===== config.mk =====
export PLATFORM = sky130hd
export DESIGN_NAME = bht_predictor
export DESIGN_NICKNAME = d
export VERILOG_FILES = /design/src/rtl/bht_predictor.sv
export SDC_FILE = /design/constraint.sdc
export NUM_CORES = 1
export LEC_CHECK = 0
export BUFFER_PORTS_ARGS = -buffer_cell sky130_fd_sc_hd__buf_2
export CORE_UTILIZATION = 50
export CTS_CLUSTER_DIAMETER = 40
export CTS_CLUSTER_SIZE = 16
export DETAILED_ROUTE_END_ITERATION = 10
export GPL_ROUTABILITY_DRIVEN = 0
export PLACE_DENSITY = 0.68
export SLEW_MARGIN = 20
export SYNTH_ARGS = -nofsm -noshare
export SYNTH_HDL_FRONTEND = slang
export SYNTH_SLANG_ARGS = --single-unit
export TNS_END_PERCENT = 20

===== constraint.sdc =====
create_clock -name clk -period 3.3 [get_ports clk]
set_input_delay 0.66 -clock clk [delete_from_list [all_inputs] [get_ports clk]]
set_output_delay 0.66 -clock clk [all_outputs]
set_load 0.02 [all_outputs]

===== src/rtl/bht_predictor.sv =====
// Branch history table of saturating counters, indexed bimodally or by gshare.
// Registered prediction with the index returned alongside; write-first bypass on same-index update.
module bht_predictor #(
  parameter int IDX_W    = 6,
  parameter int CNT_W    = 2,
  parameter int GHR_W    = 4,
  parameter int MODE     = 0,
  parameter int ADDR_LSB = 2
) (
  input  logic             clk,
  input  logic             rst_n,
  input  logic             lookup_vld,
  input  logic [31:0]      lookup_pc,
  output logic             pred_vld,
  output logic             pred_take,
  output logic [IDX_W-1:0] pred_idx,
  input  logic             upd_vld,
  input  logic [IDX_W-1:0] upd_idx,
  input  logic             upd_taken,
  output logic [GHR_W-1:0] ghr
);

  localparam int               ENTRIES = 1 << IDX_W;
  localparam logic [CNT_W-1:0] CNT_MAX = '1;

  if (IDX_W < 1 || CNT_W < 1 || CNT_W > 4 || GHR_W < 1 || GHR_W > IDX_W ||
      (MODE != 0 && MODE != 1) || ADDR_LSB < 0 || ADDR_LSB + IDX_W > 32) begin : g_param_check
    $error("bht_predictor: parameter out of range");
  end

  // Valid-only interfaces, no back-pressure: a lookup_vld or upd_vld pulse is
  // consumed on the same posedge, and pred_vld is a one-cycle pulse per lookup.

  logic [CNT_W-1:0] cnt_q [ENTRIES];
  logic [IDX_W-1:0] base_idx;
  logic [IDX_W-1:0] ghr_ext;
  logic [IDX_W-1:0] lookup_idx;
  logic [CNT_W-1:0] upd_cur;
  logic [CNT_W-1:0] upd_nxt;
  logic [CNT_W-1:0] lookup_cnt;
  logic [GHR_W-1:0] ghr_nxt;
  logic             unused_pc;

  assign base_idx   = lookup_pc[ADDR_LSB+IDX_W-1:ADDR_LSB];
  assign ghr_ext    = IDX_W'(ghr);
  assign lookup_idx = (MODE == 1) ? (base_idx ^ ghr_ext) : base_idx;
  assign unused_pc  = ^lookup_pc;

  // Saturating step of the counter being resolved this cycle.
  always_comb begin
    upd_cur = cnt_q[upd_idx];
    upd_nxt = upd_cur;
    if (upd_taken) begin
      if (upd_cur != CNT_MAX) upd_nxt = upd_cur + 1'b1;
    end else begin
      if (upd_cur != '0) upd_nxt = upd_cur - 1'b1;
    end
  end

  // Write-first: a lookup hitting the entry being updated sees the new value.
  assign lookup_cnt = (upd_vld && (upd_idx == lookup_idx)) ? upd_nxt : cnt_q[lookup_idx];

  if (GHR_W == 1) begin : g_ghr_one
    assign ghr_nxt = upd_taken;
  end else begin : g_ghr_shift
    assign ghr_nxt = {ghr[GHR_W-2:0], upd_taken};
  end

  always_ff @(posedge clk or negedge rst_n) begin
    if (!rst_n) begin
      for (int i = 0; i < ENTRIES; i++) cnt_q[i] <= CNT_MAX;
    end else if (upd_vld) begin
      cnt_q[upd_idx] <= upd_nxt;
    end
  end

  always_ff @(posedge clk or negedge rst_n) begin
    if (!rst_n) begin
      ghr <= '0;
    end else if (upd_vld) begin
      ghr <= ghr_nxt;
    end
  end

  always_ff @(posedge clk or negedge rst_n) begin
    if (!rst_n) begin
      pred_vld  <= 1'b0;
      pred_take <= 1'b0;
      pred_idx  <= '0;
    end else begin
      pred_vld <= lookup_vld;
      if (lookup_vld) begin
        pred_take <= lookup_cnt[CNT_W-1];
        pred_idx  <= lookup_idx;
      end
    end
  end

endmodule

==> results.toml, run 1 <==
[yosys]
yosysSeqAreaShare = 0.478
synth_top_area_frac = 0.439
async_flop_share = 1.00
synth_warnings = 0
yosysTopAreaCell = "dfstp_2"
synthFlopType = "dfstp_2"
netlist_area_sq_um = 7660
netlist_instances = 592
synth_cell_types = 53
synth_area_per_cell_sq_um = 12.9
yosysMostFrequentCell = "mux2_2"
syn-num-nets = 635
synth_edf_count = 0
synthTopCellsByCount = "mux2_2 (135), dfstp_2 (128), nand2_1 (51)"
ys_ff_latch = 140
synthTopCellsByArea = "dfstp_2 (44%), mux2_2 (20%), mux4_2 (7.6%)"

[finish]
final_nets = 691
finish.utilization = 0.602
fin_cells = 846
area_growth_pct = 15.9
drive_gt1_frac = 0.649

[critical_path]
r2r-end = "cnt_q[75]"
crit_path_end = "cnt_q[75]"
cp_max_fo = 48
r2r_start = "cnt_q[4]"
arrival_ps = 3430
ff2ff_path_depth = 8
r2r_slack_ps = 480
startpoint = "upd_idx[2]"
crit_type = "in -> reg"
worst_setup_path_end_kind = "flip-flop"
required_ps = 3660
start_kind = "primary input"

[pwr]
p_per_area_nw_per_um2 = 556
p_leak_uw = 0.00357
p_total_uw = 4940
irDropWorstVdd_v = 0.000360

[clocking]
clock_sinks = 140
cts_resized = 0
clkTransAtPathRegs_ps = 60
root_buffer = "clkbuf_16"
ctsHoldBuffers = 0
cts_setup_buffers = 0
clock_path_buffers = 2
htree_levels = 4
cts_buffers = 17
worstSkewPairLatency_ps = 440
cts_tree = "built"

[die]
die_h_um = 126
die_area_sq_um = 15800
rows = 44
num_io_pins = 55
die_w_um = 126
core_sq_um = 14800
initial_core_util = 0.519

[sta]
timing.setup.tns_ps = 0
fmax_mhz = 325
finClkSkew_ps = 9.06
maxSlewViolCount = 0
relSlewSlack = 0.430
finalHoldViolations = 0
worst-slew-pin-transition_ps = 855
rsz0062_at_grt = "no"
timing.final.crit_share = 0.932
post-route-min-period_ps = 3070
setup_viol = 0

[route]
drtAntennaViolNets = 0
wl_per_cell_um = 23.6
post-route-drc-count = 0
drtPass1Iterations = 5
vias_per_cell = 6.14
vias = 5194
finalWirelength_mm = 19.9
drt_iter0_markers = 498

[run]
cap_violations = 0

[global_routing]
grt_overflow_total = 0
grt_antenna_before_repair = 1
grt_pass1_vias = 5585
grt_pass1_wl_mm = 32.2
grt.total_usage = 0.275
grt_max_degree = 96

[placed_design]
portBuffers = 28
dp_cells = 813
dp_hpwl_mm = 13.7

[hold_path]
hold_class = "in -> async"

[outcome]
run_status = "finished clean"
==> cells by family after synthesis <==
group / count (synthesis) / share of synthesized area
buffers and inverters: 48 / 0.0346
xor gates and xnor gates: 6 / 0.00686
DFF: 140 / 0.478
AOI/OAI and AO/OA: 57 / 0.0554
muxes: 198 / 0.337
adders and majority gates: 2 / 0.00278
and+or+nand+nor: 141 / 0.0851
==> state kept, by name, indices dropped and copies added (netlist names) <==
name       count
pred_vld       1
cnt_q        128
ghr            4
pred_take      1
pred_idx       6
==> how the worst min path moves through the flow <==
stage / start / end / slack, ps
floorplan: rst_n / ghr[0] / 360
global placement: pred_idx[2] / pred_idx[2] / 480
detailed placement: pred_idx[3] / pred_idx[3] / 490
CTS: rst_n / pred_idx[4] / 360
global route: rst_n / pred_idx[4] / 410
finish: rst_n / pred_idx[4] / 350
==> power breakdown <==
group	switching (uW)	total [uW]	internal, uW
clock	750	2030	1290
sequential	118	2160	2040
combinational	376	745	369
==> layout make-up <==
class	instances	area, sq um
fillers	1161	5870
clock inverters	11	138
diodes	1	2.50
clock buffers	21	492
repair buffers	81	607
well taps	184	230
inverters	4	15.0
multi-input cells	404	3730
flip-flops and latches	140	3660
==> placed cells by master (no fill, tap or decap), types with 3 or more instances in the layout <==
| cell | synthesis | layout |
|---|---|---|
| a211oi_1 | 6 | 6 |
| a21oi_1 | 5 | 5 |
| a221oi_1 | 4 | 4 |
| a22o_1 | 3 | 3 |
| a22oi_1 | 8 | 8 |
| a31oi_1 | 4 | 4 |
| and2_1 | 4 | 4 |
| and3_1 | 6 | 6 |
| buf_12 | 0 | 5 |
| buf_2 | 8 | 27 |
| buf_4 | 2 | 48 |
| bufinv_16 | 0 | 3 |
| clkbuf_16 | 0 | 18 |
| clkbuf_8 | 0 | 3 |
| clkinv_2 | 0 | 5 |
| clkinvlp_4 | 0 | 3 |
| dfrtp_1 | 12 | 12 |
| dfstp_2 | 128 | 128 |
| inv_1 | 4 | 4 |
| mux2_2 | 135 | 135 |
| mux2_4 | 21 | 21 |
| mux2i_1 | 16 | 16 |
| mux4_2 | 26 | 26 |
| nand2_1 | 51 | 51 |
| nand3_1 | 12 | 12 |
| nand3b_1 | 5 | 5 |
| nand4_1 | 3 | 3 |
| nor2_1 | 41 | 41 |
| nor2b_1 | 6 | 6 |
| nor3_1 | 4 | 4 |
| o211ai_1 | 3 | 3 |
| o21ai_0 | 6 | 6 |
| xnor2_1 | 5 | 5 |
==> layer usage <==
layer | vias to the layer above | track usage | share of wire
met4 | 0 | 0.118 | 0.029
met1 | 2662 | 0.370 | 0.44
met3 | 49 | 0.0633 | 0.058
met2 | 185 | 0.428 | 0.47
met5 | - | 0 | 0
li1 | 2298 | - | -
==> critical path: stages <==
cell and delay (ps):
buf_2 260, buf_4 220, nor2b_1 380, a221oi_1 160
o21ai_0 130, o211ai_1 190, or4b_1 550, maj3_2 360
buf_12 190, mux2_2 290
==> metrics by stage <==
stage | area [sq um] | hold slack (ps) | setup slack [ps]
after global routing | 8880 | 406 | 84.6
final | 8880 | 349 | 225
after global placement | 8250 | 484 | -163
after detailed placement | 8250 | 494 | -213
after CTS | 8880 | 357 | 245
after floorplan | 7660 | 364 | 225
(Power assumes the default switching activity.)
==> run 2, diff against run 1 <==
--- a/config.mk
+++ b/config.mk
@@ -6,6 +6,7 @@
 export NUM_CORES = 1
 export LEC_CHECK = 0
 export BUFFER_PORTS_ARGS = -buffer_cell sky130_fd_sc_hd__buf_2
+export CORE_ASPECT_RATIO = 1.2
 export CORE_UTILIZATION = 50
 export CTS_CLUSTER_DIAMETER = 40
 export CTS_CLUSTER_SIZE = 16
@@ -16,4 +17,3 @@
 export SYNTH_ARGS = -nofsm -noshare
 export SYNTH_HDL_FRONTEND = slang
 export SYNTH_SLANG_ARGS = --single-unit
-export TNS_END_PERCENT = 20
==> run 2 against run 1 <==
Compared with the run above:
- final cell count rose by 3.1%
- highest routed layer unchanged
- critical endpoint is now pred_take
- wire length rose by 2.4%
- combinational power increased by 2%
- first-iteration DRC count fell by 25%
==> results.toml, run 2 (same netlist as run 1, synthesis figures left out) <==
[finish]
final_nets = 699
drive_gt1_frac = 0.653
area_growth_pct = 16.9
finalInstanceArea_sq_um = 8950
largest_reg_flops = 128
finish.utilization = 0.599
reg_top3 = "cnt_q x128, pred_idx x6, ghr x4"
diodes = 0
mostFrequentLayoutCell = "mux2_2"
regMostFlops = "cnt_q"
final_cell_mix = "mux2_2 (135), dfstp_2 (128), buf_4 (56)"

[global_routing]
grt_pass1_wl_mm = 32.1
grt_pass1_vias = 5722
grt.total_usage = 0.280
grt_antenna_before_repair = 0
grt_overflow_total = 0
grt_max_degree = 98

[pwr]
irDropWorstVdd_v = 0.000400
p_per_area_nw_per_um2 = 551
p_leak_uw = 0.00361

[route]
vias_per_cell = 6.19
drtPass1Iterations = 5
wl_per_cell_um = 23.4
post-route-drc-count = 0
vias = 5398
drtAntennaViolNets = 0
finalWirelength_mm = 20.4
drt_iter0_markers = 375

[sta]
timing.final.crit_share = 0.966
fmax_mhz = 314
worst-slew-pin-transition_ps = 853
relSlewSlack = 0.431
rsz0062_at_grt = "no"
finClkSkew_ps = 8.31
finalHoldViolations = 0
timing.setup.tns_ps = 0
setup_viol = 0
maxSlewViolCount = 0
post-route-min-period_ps = 3190

[die]
die_w_um = 115
initial_core_util = 0.512
core_sq_um = 15000
rows = 49
num_io_pins = 55
die_area_sq_um = 15800
die_h_um = 138

[run]
cap_violations = 0

[critical_path]
r2r_slack_ps = 410
ff2ff_path_depth = 8
arrival_ps = 3490
r2r_start = "cnt_q[4]"
start_kind = "primary input"
r2r-end = "pred_take"
cp_max_fo = 33
worst_setup_path_end_kind = "flip-flop"
crit_type = "in -> reg"
required_ps = 3600
startpoint = "upd_idx[2]"
crit_path_end = "pred_take"

[placed_design]
dp_hpwl_mm = 14.3
dpl-instance-area_sq_um = 8330
portBuffers = 28

[outcome]
run_status = "finished clean"

[clocking]
clock_sinks = 140
htree_levels = 4
cts_tree = "built"
root_buffer = "clkbuf_16"
worstSkewPairLatency_ps = 430
cts_resized = 0
cts_buffers = 17
ctsHoldBuffers = 0
clkTransAtPathRegs_ps = 60
cts_setup_buffers = 0
clock_path_buffers = 2

[hold_path]
hold_class = "in -> async"
run 2: final cells by class:
type / count / area [sq um]
clock buffer: 19 / 453
clock inverter: 12 / 169
fill: 1235 / 6000
inverter: 4 / 15.0
multi-input combinational: 404 / 3730
sequential: 140 / 3660
tap: 204 / 255
timing repair buffer: 89 / 667
run 2: critical path, cell delays in order:
cell,delay [ps]
buf_2,300
buf_4,250
nor2_1,80
buf_4,130
a22o_1,170
a311oi_1,330
o22ai_1,170
or4b_1,520
maj3_2,360
buf_12,180
a221o_1,300
run 2: routing by layer:
metal | vias to the layer above | part of all wire | global-route usage
li1 | 2327 | - | -
met2 | 232 | 0.49 | 0.457
met5 | - | 0 | 0
met1 | 2768 | 0.40 | 0.337
met4 | 0 | 0.050 | 0.165
met3 | 71 | 0.062 | 0.0660
run 2: worst min-delay path by stage:
stage / start / to / cells past startpoint
CTS: rst_n / pred_idx[1] / 1
finish: rst_n / pred_idx[1] / 1
floorplan: rst_n / ghr[0] / 0
detailed placement: pred_idx[1] / pred_idx[1] / 1
global route: rst_n / pred_idx[1] / 1
global placement: ghr[3] / ghr[3] / 1
run 2: stage by stage:
step	worst slack [ps]	cells	total power [uW]	hold WS, ps
detailed placement	-255	841	2940	491
global placement	-190	841	2900	484
floorplan	225	592	2650	364
CTS	189	872	4960	363
global route	49.4	872	5120	402
finish	112	872	4940	350
run 2: where the power goes:
| group | switching, uW | internal [uW] |
|---|---|---|
| Combinational | 382 | 376 |
| Sequential | 116 | 2040 |
| Clock | 725 | 1290 |
| Total | 1220 | 3710 |
